## config.mk

```make
export PLATFORM = sky130hd
export DESIGN_NAME = load_use_hazard_unit_flat
export DESIGN_NICKNAME = d
export VERILOG_FILES = /design/src/rtl/load_use_hazard_unit_if.sv /design/src/rtl/load_use_hazard_unit.sv /design/src/flat_wrapper.sv
export SDC_FILE = /design/constraint.sdc
export NUM_CORES = 1
export LEC_CHECK = 0
export ABC_CLOCK_PERIOD_IN_PS = 2700
export CAP_MARGIN = 30
export CORE_MARGIN = 3
export CORE_UTILIZATION = 43
export DETAILED_ROUTE_END_ITERATION = 10
export PLACE_DENSITY_LB_ADDON = 0.12
export SYNTH_ARGS = -nofsm -noshare
export SYNTH_HDL_FRONTEND = slang
export SYNTH_SLANG_ARGS = --single-unit
```

## constraint.sdc

```tcl
create_clock -name clk -period 2.7 [get_ports clk]
set_input_delay 0.675 -clock clk [delete_from_list [all_inputs] [get_ports clk]]
set_output_delay 0.675 -clock clk [all_outputs]
set_load 0.05 [all_outputs]
```

## src/rtl/load_use_hazard_unit_if.sv

```systemverilog
// Decode-stage hazard inputs, memory handshake and stall/flush/status outputs
// shared between the pipeline and the load-use hazard unit.
interface load_use_hazard_unit_if #(
    parameter int unsigned CNT_W = 16
);
    logic [4:0]       rsD;
    logic [4:0]       rtD;
    logic             useRsD;
    logic             useRtD;
    logic             memWriteD;
    logic             memToRegD;
    logic             regWriteD;
    logic [4:0]       writeRegD;
    logic             memReadyM;

    logic             stallF;
    logic             stallD;
    logic             stallE;
    logic             stallM;
    logic             flushE;
    logic [1:0]       hazardState;
    logic [CNT_W-1:0] stallCount;
    logic             memTimeout;

    modport master (
        output rsD, rtD, useRsD, useRtD, memWriteD, memToRegD, regWriteD,
               writeRegD, memReadyM,
        input  stallF, stallD, stallE, stallM, flushE, hazardState,
               stallCount, memTimeout
    );

    modport slave (
        input  rsD, rtD, useRsD, useRtD, memWriteD, memToRegD, regWriteD,
               writeRegD, memReadyM,
        output stallF, stallD, stallE, stallM, flushE, hazardState,
               stallCount, memTimeout
    );
endinterface

```

## src/rtl/load_use_hazard_unit.sv

```systemverilog
// Load-use stall/bubble and data-memory wait freeze for the 5-stage MIPS pipeline,
// with shadow EX/MEM slots, hazard FSM, stall statistics and a sticky wait timeout.
module load_use_hazard_unit #(
    parameter int unsigned TIMEOUT_CYCLES = 16,
    parameter int unsigned CNT_W          = 16
) (
    input logic                  clk,
    input logic                  rst_n,
    load_use_hazard_unit_if.slave hz
);
    localparam int unsigned WAIT_W = $clog2(TIMEOUT_CYCLES + 1);

    typedef enum logic [1:0] {
        ST_RUN     = 2'd0,
        ST_BUBBLE  = 2'd1,
        ST_MEMWAIT = 2'd2
    } state_e;

    state_e              state_q, state_d;
    logic                ex_valid_q, ex_load_q, ex_store_q, ex_reg_write_q;
    logic [4:0]          ex_write_reg_q;
    logic                mem_valid_q, mem_access_q;
    logic [WAIT_W-1:0]   wait_cnt_q, wait_cnt_d;
    logic                timeout_q, timeout_d;
    logic [CNT_W-1:0]    stall_cnt_q, stall_cnt_d;

    logic load_use_c;
    logic mem_wait_c;
    logic stall_f_c, stall_d_c, stall_e_c, stall_m_c, flush_e_c;

    // Store data (rt of a store) is forwarded in MEM, so only address/ALU reads stall.
    always_comb begin
        load_use_c = ex_valid_q & ex_load_q & ex_reg_write_q & (ex_write_reg_q != 5'd0) &
                     ((hz.useRsD & (hz.rsD == ex_write_reg_q)) |
                      (hz.useRtD & ~hz.memWriteD & (hz.rtD == ex_write_reg_q)));
        mem_wait_c = mem_valid_q & mem_access_q & ~hz.memReadyM;
    end

    // Control outputs and next hazard state; memory wait outranks load-use.
    always_comb begin
        state_d   = ST_RUN;
        stall_f_c = 1'b0;
        stall_d_c = 1'b0;
        stall_e_c = 1'b0;
        stall_m_c = 1'b0;
        flush_e_c = 1'b0;
        if (mem_wait_c) begin
            state_d   = ST_MEMWAIT;
            stall_f_c = 1'b1;
            stall_d_c = 1'b1;
            stall_e_c = 1'b1;
            stall_m_c = 1'b1;
        end else if (load_use_c) begin
            state_d   = ST_BUBBLE;
            stall_f_c = 1'b1;
            stall_d_c = 1'b1;
            flush_e_c = 1'b1;
        end
    end

    // Wait-length counter saturates at the threshold; the flag is sticky.
    always_comb begin
        wait_cnt_d = '0;
        if (mem_wait_c) begin
            if (wait_cnt_q != WAIT_W'(TIMEOUT_CYCLES)) begin
                wait_cnt_d = wait_cnt_q + WAIT_W'(1);
            end else begin
                wait_cnt_d = wait_cnt_q;
            end
        end
        timeout_d = timeout_q | (mem_wait_c & (wait_cnt_d == WAIT_W'(TIMEOUT_CYCLES)));

        stall_cnt_d = stall_cnt_q;
        if (stall_f_c && (stall_cnt_q != {CNT_W{1'b1}})) begin
            stall_cnt_d = stall_cnt_q + CNT_W'(1);
        end
    end

    always_ff @(posedge clk or negedge rst_n) begin
        if (!rst_n) begin
            state_q     <= ST_RUN;
            wait_cnt_q  <= '0;
            timeout_q   <= 1'b0;
            stall_cnt_q <= '0;
        end else begin
            state_q     <= state_d;
            wait_cnt_q  <= wait_cnt_d;
            timeout_q   <= timeout_d;
            stall_cnt_q <= stall_cnt_d;
        end
    end

    // Shadow EX/MEM slots advance with the pipeline and freeze during a memory wait.
    always_ff @(posedge clk or negedge rst_n) begin
        if (!rst_n) begin
            ex_valid_q     <= 1'b0;
            ex_load_q      <= 1'b0;
            ex_store_q     <= 1'b0;
            ex_reg_write_q <= 1'b0;
            ex_write_reg_q <= 5'd0;
            mem_valid_q    <= 1'b0;
            mem_access_q   <= 1'b0;
        end else if (!mem_wait_c) begin
            mem_valid_q    <= ex_valid_q;
            mem_access_q   <= ex_valid_q & (ex_load_q | ex_store_q);
            ex_valid_q     <= ~load_use_c;
            ex_load_q      <= hz.memToRegD & ~load_use_c;
            ex_store_q     <= hz.memWriteD & ~load_use_c;
            ex_reg_write_q <= hz.regWriteD & ~load_use_c;
            ex_write_reg_q <= load_use_c ? 5'd0 : hz.writeRegD;
        end
    end

    assign hz.stallF      = stall_f_c;
    assign hz.stallD      = stall_d_c;
    assign hz.stallE      = stall_e_c;
    assign hz.stallM      = stall_m_c;
    assign hz.flushE      = flush_e_c;
    assign hz.hazardState = state_q;
    assign hz.stallCount  = stall_cnt_q;
    assign hz.memTimeout  = timeout_q;
endmodule

```

## src/flat_wrapper.sv

```systemverilog
// flat-port wrapper written by rule: the top's interface ports become plain ports
module load_use_hazard_unit_flat 
#(
    parameter int unsigned TIMEOUT_CYCLES = 16,
    parameter int unsigned CNT_W          = 16
)
  (clk, rst_n, hz_rsD, hz_rtD, hz_useRsD, hz_useRtD, hz_memWriteD, hz_memToRegD, hz_regWriteD, hz_writeRegD, hz_memReadyM, hz_stallF, hz_stallD, hz_stallE, hz_stallM, hz_flushE, hz_hazardState, hz_stallCount, hz_memTimeout);
  load_use_hazard_unit_if #(.CNT_W(CNT_W)) hz_i ();
  input logic clk;
  input logic rst_n;
  input wire logic [$bits(hz_i.rsD)-1:0] hz_rsD;
  input wire logic [$bits(hz_i.rtD)-1:0] hz_rtD;
  input wire logic [$bits(hz_i.useRsD)-1:0] hz_useRsD;
  input wire logic [$bits(hz_i.useRtD)-1:0] hz_useRtD;
  input wire logic [$bits(hz_i.memWriteD)-1:0] hz_memWriteD;
  input wire logic [$bits(hz_i.memToRegD)-1:0] hz_memToRegD;
  input wire logic [$bits(hz_i.regWriteD)-1:0] hz_regWriteD;
  input wire logic [$bits(hz_i.writeRegD)-1:0] hz_writeRegD;
  input wire logic [$bits(hz_i.memReadyM)-1:0] hz_memReadyM;
  output wire logic [$bits(hz_i.stallF)-1:0] hz_stallF;
  output wire logic [$bits(hz_i.stallD)-1:0] hz_stallD;
  output wire logic [$bits(hz_i.stallE)-1:0] hz_stallE;
  output wire logic [$bits(hz_i.stallM)-1:0] hz_stallM;
  output wire logic [$bits(hz_i.flushE)-1:0] hz_flushE;
  output wire logic [$bits(hz_i.hazardState)-1:0] hz_hazardState;
  output wire logic [$bits(hz_i.stallCount)-1:0] hz_stallCount;
  output wire logic [$bits(hz_i.memTimeout)-1:0] hz_memTimeout;
  assign hz_i.rsD = hz_rsD;
  assign hz_i.rtD = hz_rtD;
  assign hz_i.useRsD = hz_useRsD;
  assign hz_i.useRtD = hz_useRtD;
  assign hz_i.memWriteD = hz_memWriteD;
  assign hz_i.memToRegD = hz_memToRegD;
  assign hz_i.regWriteD = hz_regWriteD;
  assign hz_i.writeRegD = hz_writeRegD;
  assign hz_i.memReadyM = hz_memReadyM;
  assign hz_stallF = hz_i.stallF;
  assign hz_stallD = hz_i.stallD;
  assign hz_stallE = hz_i.stallE;
  assign hz_stallM = hz_i.stallM;
  assign hz_flushE = hz_i.flushE;
  assign hz_hazardState = hz_i.hazardState;
  assign hz_stallCount = hz_i.stallCount;
  assign hz_memTimeout = hz_i.memTimeout;
  load_use_hazard_unit #(.TIMEOUT_CYCLES(TIMEOUT_CYCLES), .CNT_W(CNT_W)) u_core (.clk(clk), .rst_n(rst_n), .hz(hz_i));
endmodule
```

==> impl_metrics.toml <==
[timing]
fin_crit_sh_pct = 98.0
fmax_ghz = 0.378
setup_viol = 0
hold_viol_final = 0
tightest_slew_ns = 0.517
hold_ws_ns = 0.479
fin_setup_tns_ns = 0
slew_violations = 0
slew_headroom_pct = 65.4
fin_skew_ns = 0.00513
final.min_clock_period_ns = 2.65
layout_setup_ws_ns = 0.0534

[synthesis]
yosys.area_share.simple_pct = 18.3
synth_fp_nets = 184
ys.flop_type = "dfrtp_1"
ys_seq_elements = 35
syn_area_mm2 = 0.00170
synth-compound-area-share_pct = 11.5
async_flop_share_pct = 100
synth_fa_ha_area_share_pct = 2.21
synth-edff-count = 0
synth_top_family_by_area = "simple AND/OR/NAND/NOR gates"
synth.distinct_cells = 38
synthMuxAreaShare_pct = 2.65
syn_area_per_cell_um2 = 10.8
ys_warn_count = 0
yosysSeqAreaShare_pct = 51.5
yosys.area_share.xor_xnor_pct = 10.8
syn_inst = 158

[final_layout]
n_antenna_cell = 0
register_area_um2 = 876
final_common_cell = "dfrtp_1"
final_cell_mix = "dfrtp_1 (35), clkdlybuf4s50_1 (29), xor2_1 (15)"
drive_gt1_share_pct = 19.9
area_growth_pct = 44.6
layout.nets = 246
multi_input_area_um2 = 801
fillCellCount = 311

[clock_network]
clk-insertion-delay-late_ns = 0.29
cts.sinks = 35
root_buffer = "clkbuf_8"
cts_tree = "built"
cts_buffer_depth = 2
holdBufCountCts = 0
cts_buffers = 5
clk_pin_slew_ns = 0.07
cts_htree_levels = 2

[floorplanning]
coreArea_mm2 = 0.00374
io-pin-count = 47
die_width_um = 68.9
num_rows = 22
initial_core_util_pct = 45.4
die_h_um = 68.9
die_area_mm2 = 0.00474

[power_and_ir_drop]
vdd_drop_max_uv = 599
power_density_mw_per_mm2 = 717
p_leak_nw = 1.07

[critical_path]
criticalPathCategory = "in2out"
cp-end-kind = "primary output"
start_kind = "input port"
crit_fanout = 3
cp.required_ns = 2.03
critPathArrivalTime_ns = 1.97

[route]
drt_pass1_iterations = 6
drcViolationCount = 0
totalWireLength_um = 3850
antenna_left = 0
drtIter0Drc = 62
routedWlPerCell_um = 14.3
routed_via_density = 5.30
vias = 1425

[place]
port_buffers = 46
dp.final_hpwl_um = 2820
globalplace.congestion = 0.744
dp_slack_ns = -0.280

[min_path]
hold_path_class = "reg2reg"

[run_status]
status = "complete, no violations"

[global_routing]
track_usage_pct = 17.8
grt_overflow = 0
grt_pass1_wl_um = 6210
first_global_vias = 1431
grt_antenna_before_repair = 0
grt_start_max_net_pins = 36

[job]
drv_cap = 0
[cells in the mapped netlist (3+ instances only)]
| library cell | count | area share (%) |
|---|---|---|
| nand2b_1 | 3 | 1.1 |
| xor2_1 | 15 | 7.7 |
| a21oi_1 | 3 | 0.88 |
| and3_1 | 3 | 1.1 |
| nor2_1 | 8 | 1.8 |
| nor4_1 | 4 | 1.5 |
| dfrtp_1 | 35 | 52 |
| o21ai_0 | 7 | 2.1 |
| nand2_1 | 11 | 2.4 |
| a22o_1 | 8 | 4.1 |
| inv_1 | 6 | 1.3 |
| nand3_1 | 12 | 3.5 |
| mux2_2 | 3 | 2.0 |
| xnor2_1 | 6 | 3.1 |
| ha_1 | 3 | 2.2 |
[sequential cells by signal (all words and copies together), names as in the netlist]
register	flops
u_core.hz.stallCount	16
u_core.ex_write_reg_q	5
u_core.wait_cnt_q	5
u_core.hz.hazardState	2
u_core.ex_load_q	1
u_core.ex_reg_write_q	1
u_core.ex_store_q	1
u_core.ex_valid_q	1
u_core.hz.memTimeout	1
u_core.mem_access_q	1
u_core.mem_valid_q	1
[critical path: stages]
cell	delay [ns]
clkdlybuf4s15_1	0.18
xor2_1	0.15
nor4_2	0.24
a32oi_2	0.17
o31a_1	0.31
clkinvlp_4	0.11
buf_8	0.14
[report_power, final]
| group | internal (W) | switching [W] | leakage [nW] |
|---|---|---|---|
| registers | 0.000601 | 0.0000959 | 0.427 |
| logic | 0.000248 | 0.000350 | 0.589 |
| clock network | 0.000275 | 0.000193 | 0.0581 |
[metal layers]
layer / global-route usage (%) / vias to the layer above / share of wire, %
li1: - / 683 / -
met1: 20.6 / 685 / 42
met2: 31.5 / 48 / 49
met3: 4.38 / 9 / 7.4
met4: 6.81 / 0 / 1.6
met5: 0 / - / 0
[timing repair]
action	4_1_cts	5_1_grt
pin swaps	6	2
buffers inserted	1	1
hold endpoints to repair	0	0
resized for setup	31	1
endpoints found under the setup margin	3	2
[final timing paths]
kind,from,slack [ns],to,cells after the start
setup / recovery,hz_rsD[4],0.05,hz_stallF,7
hold / removal,u_core.hz.memTimeout,0.48,u_core.hz.memTimeout,2
setup reg to reg,u_core.ex_write_reg_q[3],0.26,u_core.hz.stallCount[10],8
hold reg to reg,u_core.hz.memTimeout,0.48,u_core.hz.memTimeout,2
max in group asynchronous,rst_n,1.60,u_core.hz.stallCount[11],2
min in group asynchronous,rst_n,0.79,u_core.wait_cnt_q[4],2
[cell families (layout without fill, tap and decap cells)]
kind of cell	count (synthesis)	in the layout
DFF	35	35
buffers and inverters	11	74
AOI/OAI and AO/OA	27	27
and+or+nand+nor	57	57
muxes	4	4
adders and majority gates	3	3
xor gates and xnor gates	21	21
[through the flow]
| step | cell area, um2 | util [%] | total power (W) | std cells |
|---|---|---|---|---|
| floorplan | 1710 | - | 0.00106 | 158 |
| global placement | 2310 | 61.8 | 0.00128 | 259 |
| detailed placement | 2310 | 61.8 | 0.00129 | 259 |
| CTS | 2450 | 65.4 | 0.00177 | 268 |
| global route | 2460 | 65.6 | 0.00185 | 269 |
| finish | 2460 | 65.6 | 0.00176 | 269 |
[layout make-up]
class | instances | share of cell area, %
sequential | 35 | 35.6
multi-input combinational | 112 | 32.6
timing repair buffer | 60 | 23.7
clock buffer | 5 | 2.80
tap | 48 | 2.44
clock inverter | 3 | 1.78
inverter | 6 | 1.07
No activity file was read; power rests on OpenSTA's default activity.
